### config.mk
export PLATFORM = sky130hd
export DESIGN_NAME = sprite_layer_mixer
export DESIGN_NICKNAME = d
export VERILOG_FILES = /design/src/rtl/sprite_layer_mixer.sv
export SDC_FILE = /design/constraint.sdc
export NUM_CORES = 1
export LEC_CHECK = 0
export ABC_CLOCK_PERIOD_IN_PS = 1400
export BUFFER_PORTS_ARGS = -buffer_cell sky130_fd_sc_hd__buf_2
export CAP_MARGIN = 5
export CORE_ASPECT_RATIO = 2
export CORE_MARGIN = 3
export CORE_UTILIZATION = 49
export DETAILED_ROUTE_END_ITERATION = 6
export PLACE_DENSITY = 0.78
export SYNTH_ARGS = -nofsm -noshare
export SYNTH_HDL_FRONTEND = slang
export SYNTH_SLANG_ARGS = --single-unit
### constraint.sdc
create_clock -name clk -period 1.4 [get_ports clk]
set_input_delay 0.28 -clock clk [delete_from_list [all_inputs] [get_ports clk]]
set_output_delay 0.28 -clock clk [all_outputs]
set_load 0.1 [all_outputs]
### src/rtl/sprite_layer_mixer.sv
// sprite_layer_mixer: composites sprite layer over background with a 2-cycle pipeline and collision status
module sprite_layer_mixer #(
  parameter logic [23:0] BORDER_RGB = 24'h000000,
  parameter logic [7:0]  CTRL_RESET = 8'h05
) (
  input  logic       clk,
  input  logic       reset,
  input  logic       hsync,
  input  logic       vsync,
  input  logic       hblank,
  input  logic       vblank,
  input  logic [7:0] bg_r,
  input  logic [7:0] bg_g,
  input  logic [7:0] bg_b,
  input  logic       bg_opaque,
  input  logic [7:0] spr_r,
  input  logic [7:0] spr_g,
  input  logic [7:0] spr_b,
  input  logic       spr_a,
  input  logic       cpu_wr,
  input  logic       cpu_rd,
  input  logic [7:0] cpu_din,
  output logic [7:0] cpu_dout,
  output logic [7:0] out_r,
  output logic [7:0] out_g,
  output logic [7:0] out_b,
  output logic       out_hsync,
  output logic       out_vsync,
  output logic       out_hblank,
  output logic       out_vblank
);
  logic [2:0]  ctrl;
  logic        s1_hs, s1_vs, s1_hb, s1_vb;
  logic        s1_spr, s1_bg, s1_blank, s1_pri, s1_bgen;
  logic [23:0] s1_spr_rgb, s1_bg_rgb, mix;
  logic        coll, seen;
  // control register; only the three defined bits have any effect, so only they are kept
  always_ff @(posedge clk or negedge reset)
    if (!reset) ctrl <= CTRL_RESET[2:0];
    else if (cpu_wr) ctrl <= cpu_din[2:0];
  // stage 1: capture pixel, timing and the layer enables gated by the current ctrl
  always_ff @(posedge clk or negedge reset)
    if (!reset) begin
      {s1_hs, s1_vs, s1_hb, s1_vb} <= '0;
      {s1_spr, s1_bg, s1_blank, s1_pri, s1_bgen} <= '0;
      s1_spr_rgb <= '0;
      s1_bg_rgb <= '0;
    end else begin
      {s1_hs, s1_vs, s1_hb, s1_vb} <= {hsync, vsync, hblank, vblank};
      s1_spr <= spr_a & ctrl[0];
      s1_bg <= bg_opaque & ctrl[2];
      s1_blank <= hblank | vblank;
      s1_pri <= ctrl[1];
      s1_bgen <= ctrl[2];
      s1_spr_rgb <= {spr_r, spr_g, spr_b};
      s1_bg_rgb <= {bg_r, bg_g, bg_b};
    end
  // stage 2 colour select: border, then sprite unless a solid bg has priority, then bg, else black
  always_comb
    mix = s1_blank ? BORDER_RGB :
          (s1_spr & ~(s1_pri & s1_bg)) ? s1_spr_rgb :
          s1_bgen ? s1_bg_rgb : 24'h000000;
  // stage 2 output registers
  always_ff @(posedge clk or negedge reset)
    if (!reset) begin
      {out_r, out_g, out_b} <= '0;
      {out_hsync, out_vsync, out_hblank, out_vblank} <= '0;
    end else begin
      {out_r, out_g, out_b} <= mix;
      {out_hsync, out_vsync, out_hblank, out_vblank} <= {s1_hs, s1_vs, s1_hb, s1_vb};
    end
  // sticky status: a read clears, but a coincident new event keeps the bit set
  always_ff @(posedge clk or negedge reset)
    if (!reset) begin
      coll <= 1'b0;
      seen <= 1'b0;
    end else begin
      coll <= (coll & ~cpu_rd) | (s1_spr & s1_bg & ~s1_blank);
      seen <= (seen & ~cpu_rd) | (s1_spr & ~s1_blank);
    end
  assign cpu_dout = {5'b0, s1_vb, seen, coll};
endmodule

Word-level counts from Yosys, hierarchy flattened --
Cells that the tools add are included.
Word-level totals: bits in registers 90, bits of input ports 66, word-level logic and storage cells 39
Cells by class: multiplexer cells 3, bitwise operators 15
Operators with widths (number):
- 2-to-1 mux 24 bit | 3
- bitwise AND 1 bit | 9
- NOT 1 bit | 3
- OR 1 bit | 3

Depth between registers and ports, before layout --
Gate-level depths: netlist of the first run.
depth after elaboration 5, gate-level depth with buffers 4, mapped depth without buffers 2

Least setup slack after synthesis of the first run --
No wires, ideal clock.
kind reg-to-output, start point reg out_b[0], end point out out_b[0], data arrival time 883 ps, path slack 237 ps, cell stages (with the launch flop) 1, path buffers 0, cell sequence dfrtp_1
RTL lines:
- from (decl) | line 26 | output logic [7:0] out_b,
- from (signal assigned) | line 69 | {out_r, out_g, out_b} <= mix;
No word-level cell between the ends.

Final worst setup path of the first run --
start point reg out_r[4], end point out out_r[4]
RTL lines:
- from (decl) | line 24 | output logic [7:0] out_r,
- from (signal assigned) | line 69
No word-level cell between the ends.

==> results of run 1 <==
## area by class of cell
cell class | instances | area [um^2] | area share, %
Sequential cell | 90 | 2260 | 58.1
Multi-Input combinational cell | 87 | 679 | 17.5
Timing Repair Buffer | 95 | 543 | 14.0
Clock buffer | 13 | 280 | 7.21
Tap cell | 84 | 105 | 2.71
Inverter | 3 | 11.3 | 0.290
Clock inverter | 2 | 10.0 | 0.258
## power by group through the flow
stage                     Clock (mW)  Sequential (mW)  Combinational [mW]
after global placement             0             2.85               0.722
after detailed placement           0             2.86               0.735
after CTS                       2.30             2.81               0.738
after global routing            2.42             2.83               0.770
final                           2.23             2.81               0.728
after floorplan                    0             3.11               0.276
## flip-flops by register name, summed over array words and instances (netlist names), 3 cells and up
register / count
ctrl: 3
out_g: 8
out_b: 8
out_r: 8
s1_bg_rgb: 24
s1_spr_rgb: 24
## per-layer routing
| layer | share of wire (%) | wire, um |
|---|---|---|
| met5 | 0 | 0 |
| met4 | 3.7 | 191 |
| met3 | 5.7 | 296 |
| met2 | 58 | 2990 |
| met1 | 33 | 1680 |
## how the worst min path moves through the flow
| stage | slack, ps | startpoint | endpoint | cells past startpoint |
|---|---|---|---|---|
| floorplan | -20 | reset | coll$_DFF_PN0_ | 0 |
| global placement | 330 | s1_vs$_DFF_PN0_ | out_vsync$_DFF_PN0_ | 0 |
| detailed placement | 340 | s1_vs$_DFF_PN0_ | out_vsync$_DFF_PN0_ | 0 |
| CTS | 40 | spr_b[5] | s1_spr_rgb[5]$_DFF_PN0_ | 1 |
| global route | 40 | spr_g[0] | s1_spr_rgb[8]$_DFF_PN0_ | 1 |
| finish | 60 | spr_r[4] | s1_spr_rgb[20]$_DFF_PN0_ | 1 |
## placed cells by master, fill, tap and decap left out, drive strengths merged
master and count:
buf 90, dfrtp 88, nand3b 25, nand2b 24
mux2i 24, clkbuf 17, conb 5, inv 3
mux2 3, and2 2, clkinv 2, dfstp 2
a21boi 1, o21ai 1, o22ai 1, or2 1
dlygate4sd3 1
## cells by family after synthesis
| kind of cell | synth area share [%] |
|---|---|
| AO/OA/AOI/OAI | 0.735 |
| buffers and inverters | 4.94 |
| flip-flops | 73.6 |
| multiplexers | 8.95 |
| other | 0.122 |
| AND/OR/NAND/NOR | 11.6 |
## through the flow
stage	area [um^2]	hold slack, ps	cells	power, mW	utilization (%)
after floorplan	3080	-15.6	198	3.39	-
final	3880	55.7	374	5.76	64.2
after detailed placement	3570	336	358	3.59	58.9
after CTS	3870	41.2	374	5.85	64.0
after global placement	3570	333	358	3.57	58.9
after global routing	3880	39.8	374	6.02	64.2
## timing repair
item	4_1_cts	5_1_grt
endpoints found under the setup margin	2	21
endpoints found under the hold margin	11	0
hold buffers	1	0
resized for setup	2	5
gates cloned	0	0
==> results.py, run 1 <==
metrics = {
    "synth": {
        "yosys-top-cells-area": "dfrtp_1 (72%), mux2i_1 (7.8%), nand3b_1 (6.1%), nand2b_1 (4.9%), buf_4 (2.0%)",
        "synthDistinctLibCells": 18,
        "yosysTopAreaCell": "dfrtp_1",
        "synth_ff_type": "dfrtp_1",
        "synth-edff-count": 0,
        "synth.ff_latch_count": 90,
        "synthCells": 194,
        "yosys_warnings": 0,
        "syn_area_mm2": 0.00306,
        "synth_common_cells": "dfrtp_1 (88), nand3b_1 (25), mux2i_1 (24), nand2b_1 (24), buf_4 (8)",
        "synth-async-reset-ratio_pct": 100,
        "yosysMostFrequentCell": "dfrtp_1",
        "synth_area_per_cell_um2": 15.8,
        "synth_seq_area_share_pct": 73.6,
        "synth_top_area_share_pct": 71.9,
    },
    "die": {
        "die_area_mm2": 0.00729,
        "rows": 40,
        "io_pins": 102,
        "die_w_um": 61.9,
        "start_util_pct": 50.6,
        "die_y_um": 118,
        "core-area_mm2": 0.00606,
    },
    "setup_path": {
        "worstReg2RegEnd": "out_r[4]$_DFF_PN0_",
        "critPathMaxStageDelay_ps": 430,
        "critical_path_depth": 1,
        "path_buf_inv": 1,
        "r2r_slack_ps": 270,
        "critPathKind": "reg2out",
        "r2r-start": "s1_pri$_DFF_PN0_",
        "cp-end-kind": "primary output",
        "setup.worst_path.start": "out_r[4]$_DFF_PN0_",
        "critPathTopFamily": "buffers and inverters",
        "start_kind": "flip-flop",
        "crit_end": "out_r[4]",
        "worstPathRequired_ps": 1120,
        "rr_worst_depth": 3,
        "worstPathArrival_ps": 1090,
        "path_cells": "buf_2",
        "crit_fanout": 1,
        "cp_slowest_cell": "buf_2",
    },
    "power_and_ir_drop": {
        "power_frac_comb_pct": 12.6,
        "ir_drop_mv": 0.830,
        "power.internal_mw": 4.31,
        "p_sw_mw": 1.45,
        "p_clk_share_pct": 38.6,
        "pwr_density_cell_mw_per_mm2": 1480,
        "seq_power_share_pct": 48.8,
        "swShare_pct": 25.2,
        "power.leakage_nw": 1.89,
    },
    "detailed_routing": {
        "vias": 1717,
        "postRouteAntennaNets": 0,
        "via_per_inst": 4.59,
        "drt-pass1-iter-count": 5,
        "drt_iter0_drc": 73,
        "wire_per_inst_um": 13.8,
        "wl_um": 5150,
        "drcViolationCount": 0,
    },
    "clock_tree": {
        "cts_buffers": 9,
        "cts_max_level": 3,
        "clock-sinks": 90,
        "cts_tree": "done",
        "cts_root_buf": "clkbuf_16",
        "clk_latency_ps": 320,
        "clk_path_buf_depth": 2,
        "clk_pin_slew_ps": 60,
        "post_cts_buffers": 0,
    },
    "cells_and_area": {
        "nNetsFinal": 352,
        "drive_gt1_share_pct": 40.3,
        "fill_cells": 491,
        "area_growth_pct": 26.8,
        "antenna_cells": 0,
    },
    "grt": {
        "grt_overflow": 0,
        "grt_use_total_pct": 15.8,
        "top_usage_layer": "met2",
        "grt_pass1_vias": 1811,
        "grtUsageMet1_pct": 15.2,
        "grt_max_degree": 91,
        "grt_first_pass_wirelength_um": 8140,
        "antenna_found_initial": 0,
        "use_met2_pct": 26.8,
        "grt_use_met3_pct": 5.16,
    },
    "sta": {
        "final_hold_viol_count": 0,
        "period_share_pct": 97.6,
        "slew_violations": 0,
        "final.setup.worst_slack_ps": 33.0,
        "fin_skew_ps": 6.15,
        "post-route-min-period_ps": 1370,
        "setup_viol_count_final": 0,
        "rsz0062_at_grt": "no",
        "fmax_mhz": 732,
        "fin_setup_tns_ps": 0,
    },
    "run": {
        "cap_violations": 0,
    },
    "min_path": {
        "hold_path.class": "in2reg",
    },
    "status": {
        "status": "complete, no violations",
    },
    "place": {
        "gp_congestion": 0.753,
        "dp_hpwl_um": 3570,
        "io_buffers": 91,
        "pre_cts_ws_ps": 74.3,
    },
}
(Power assumes the default switching activity.)
==> run 2: changes to the inputs <==
GPL_TIMING_DRIVEN = 0   (was unset)
==> results.py, run 2 (synthesis gave the netlist of run 1 again) <==
metrics = {
    "setup_path": {
        "critPathTopFamily": "buffers and inverters",
        "r2r_slack_ps": 290,
        "cp_slowest_cell": "buf_2",
        "path_cells": "buf_2",
        "worstPathArrival_ps": 1080,
        "rr_worst_depth": 4,
        "start_kind": "flip-flop",
        "worstPathRequired_ps": 1120,
        "path_buf_inv": 1,
        "critPathKind": "reg2out",
        "r2r-start": "s1_spr$_DFF_PN0_",
        "cp-end-kind": "primary output",
        "critical_path_depth": 1,
        "setup.worst_path.start": "out_hblank$_DFF_PN0_",
        "crit_fanout": 1,
        "critPathMaxStageDelay_ps": 420,
    },
    "die": {
        "die_w_um": 61.9,
        "die_y_um": 118,
        "io_pins": 102,
        "start_util_pct": 50.6,
        "core-area_mm2": 0.00606,
        "rows": 40,
        "die_area_mm2": 0.00729,
    },
    "min_path": {
        "holdPathStages": 1,
        "min_from": "bg_g[2]",
        "hold_path.class": "in2reg",
    },
    "clock_tree": {
        "cts_tree": "done",
        "clk_path_buf_depth": 2,
        "cts_root_buf": "clkbuf_16",
        "cts_max_level": 3,
        "clk_latency_ps": 340,
        "clock-sinks": 90,
        "cts_buffers": 9,
        "post_cts_buffers": 0,
        "clk_pin_slew_ps": 60,
    },
    "place": {
        "pre_cts_ws_ps": 269,
        "io_buffers": 91,
        "gp_congestion": 0.774,
        "dpl_cell_area_mm2": 0.00366,
        "dp_hpwl_um": 3900,
    },
    "cells_and_area": {
        "antenna_cells": 0,
        "nNetsFinal": 368,
        "stdcell_area_mm2": 0.00400,
        "fill_cells": 484,
        "utilization_pct": 66.0,
        "multiInputGateArea_um2": 672,
        "register_area_mm2": 0.00225,
        "area_growth_pct": 30.6,
        "final_cell_mix": "dfrtp_1 (88), buf_2 (81), nand3b_1 (25)",
        "final_common_cell": "dfrtp_1",
        "top_regs": "s1_bg_rgb (24), s1_spr_rgb (24)",
        "drive_gt1_share_pct": 41.0,
    },
    "sta": {
        "period_share_pct": 97.2,
        "setup_viol_count_final": 0,
        "post-route-min-period_ps": 1360,
        "slew_violations": 0,
        "final_hold_viol_count": 0,
        "rsz0062_at_grt": "no",
        "fin_skew_ps": 5.80,
        "fmax_mhz": 735,
        "final.setup.worst_slack_ps": 38.6,
        "relSlewSlack_pct": 63.9,
        "worst_pin_slew_ps": 542,
    },
    "detailed_routing": {
        "wl_met1_um": 1740,
        "vias": 1740,
        "dr_wl_met2_um": 3060,
        "postRouteAntennaNets": 0,
        "wl_um": 5320,
        "drt-pass1-iter-count": 4,
        "drt_iter0_drc": 66,
        "wire_per_inst_um": 13.6,
        "drcViolationCount": 0,
        "maxUsedRoutingLayer": "met4",
        "met3_length_um": 331,
        "via_per_inst": 4.45,
    },
    "grt": {
        "grt_pass1_vias": 1786,
        "grt_max_degree": 48,
        "grt_overflow": 0,
        "grt_first_pass_wirelength_um": 8360,
        "grt_use_total_pct": 16.5,
        "antenna_found_initial": 0,
    },
    "power_and_ir_drop": {
        "p_total_mw": 5.94,
        "pwr_density_cell_mw_per_mm2": 1490,
        "power.leakage_nw": 1.95,
        "ir_drop_mv": 1.03,
    },
    "status": {
        "status": "complete, no violations",
    },
    "run": {
        "cap_violations": 0,
    },
}
run 2: per-layer routing:
layer | up-vias | track usage [%]
li1 | 832 | -
met1 | 833 | 17.2
met2 | 62 | 26.8
met3 | 13 | 6.26
met4 | 0 | 9.16
met5 | - | 0
run 2: worst paths after layout:
| kind | to |
|---|---|
| max in group asynchronous | ctrl[0]$_DFFE_PN1P_ |
| setup / recovery | out_hblank |
| hold / removal | s1_bg_rgb[10]$_DFF_PN0_ |
| min in group asynchronous | out_b[7]$_DFF_PN0_ |
| setup reg to reg | out_b[6]$_DFF_PN0_ |
| hold reg to reg | out_hsync$_DFF_PN0_ |
run 2: final cells by class:
class | instances | area share, %
plain buffers | 18 | 3.50
clock buffers | 13 | 6.51
clock inverters | 3 | 1.00
inverters | 3 | 0.282
multi-input cells | 87 | 16.8
flip-flops and latches | 90 | 56.4
well taps | 84 | 2.63
repair buffers | 93 | 12.9
run 2: metrics by stage:
stage	hold WS (ps)	std cells	TNS, ps
2_1_floorplan	-15.6	198	0
3_3_place_gp	333	373	-52790
3_5_place_dp	301	374	0
4_1_cts	32.1	391	0
5_1_grt	31.7	391	0
6_report	45.2	391	0
run 2: what timing repair did:
item                                   in CTS  in global routing
resized for setup                           4                  7
hold buffers                                1                  0
setup endpoints to repair                   4                  7
pin swaps                                   0                  0
endpoints found under the hold margin      43                  0
run 2: where the power goes:
part	internal [mW]	switching, mW	leakage [nW]
combinational	0.223	0.564	0.699
clock	1.47	0.893	0.150
sequential	2.74	0.0449	1.10
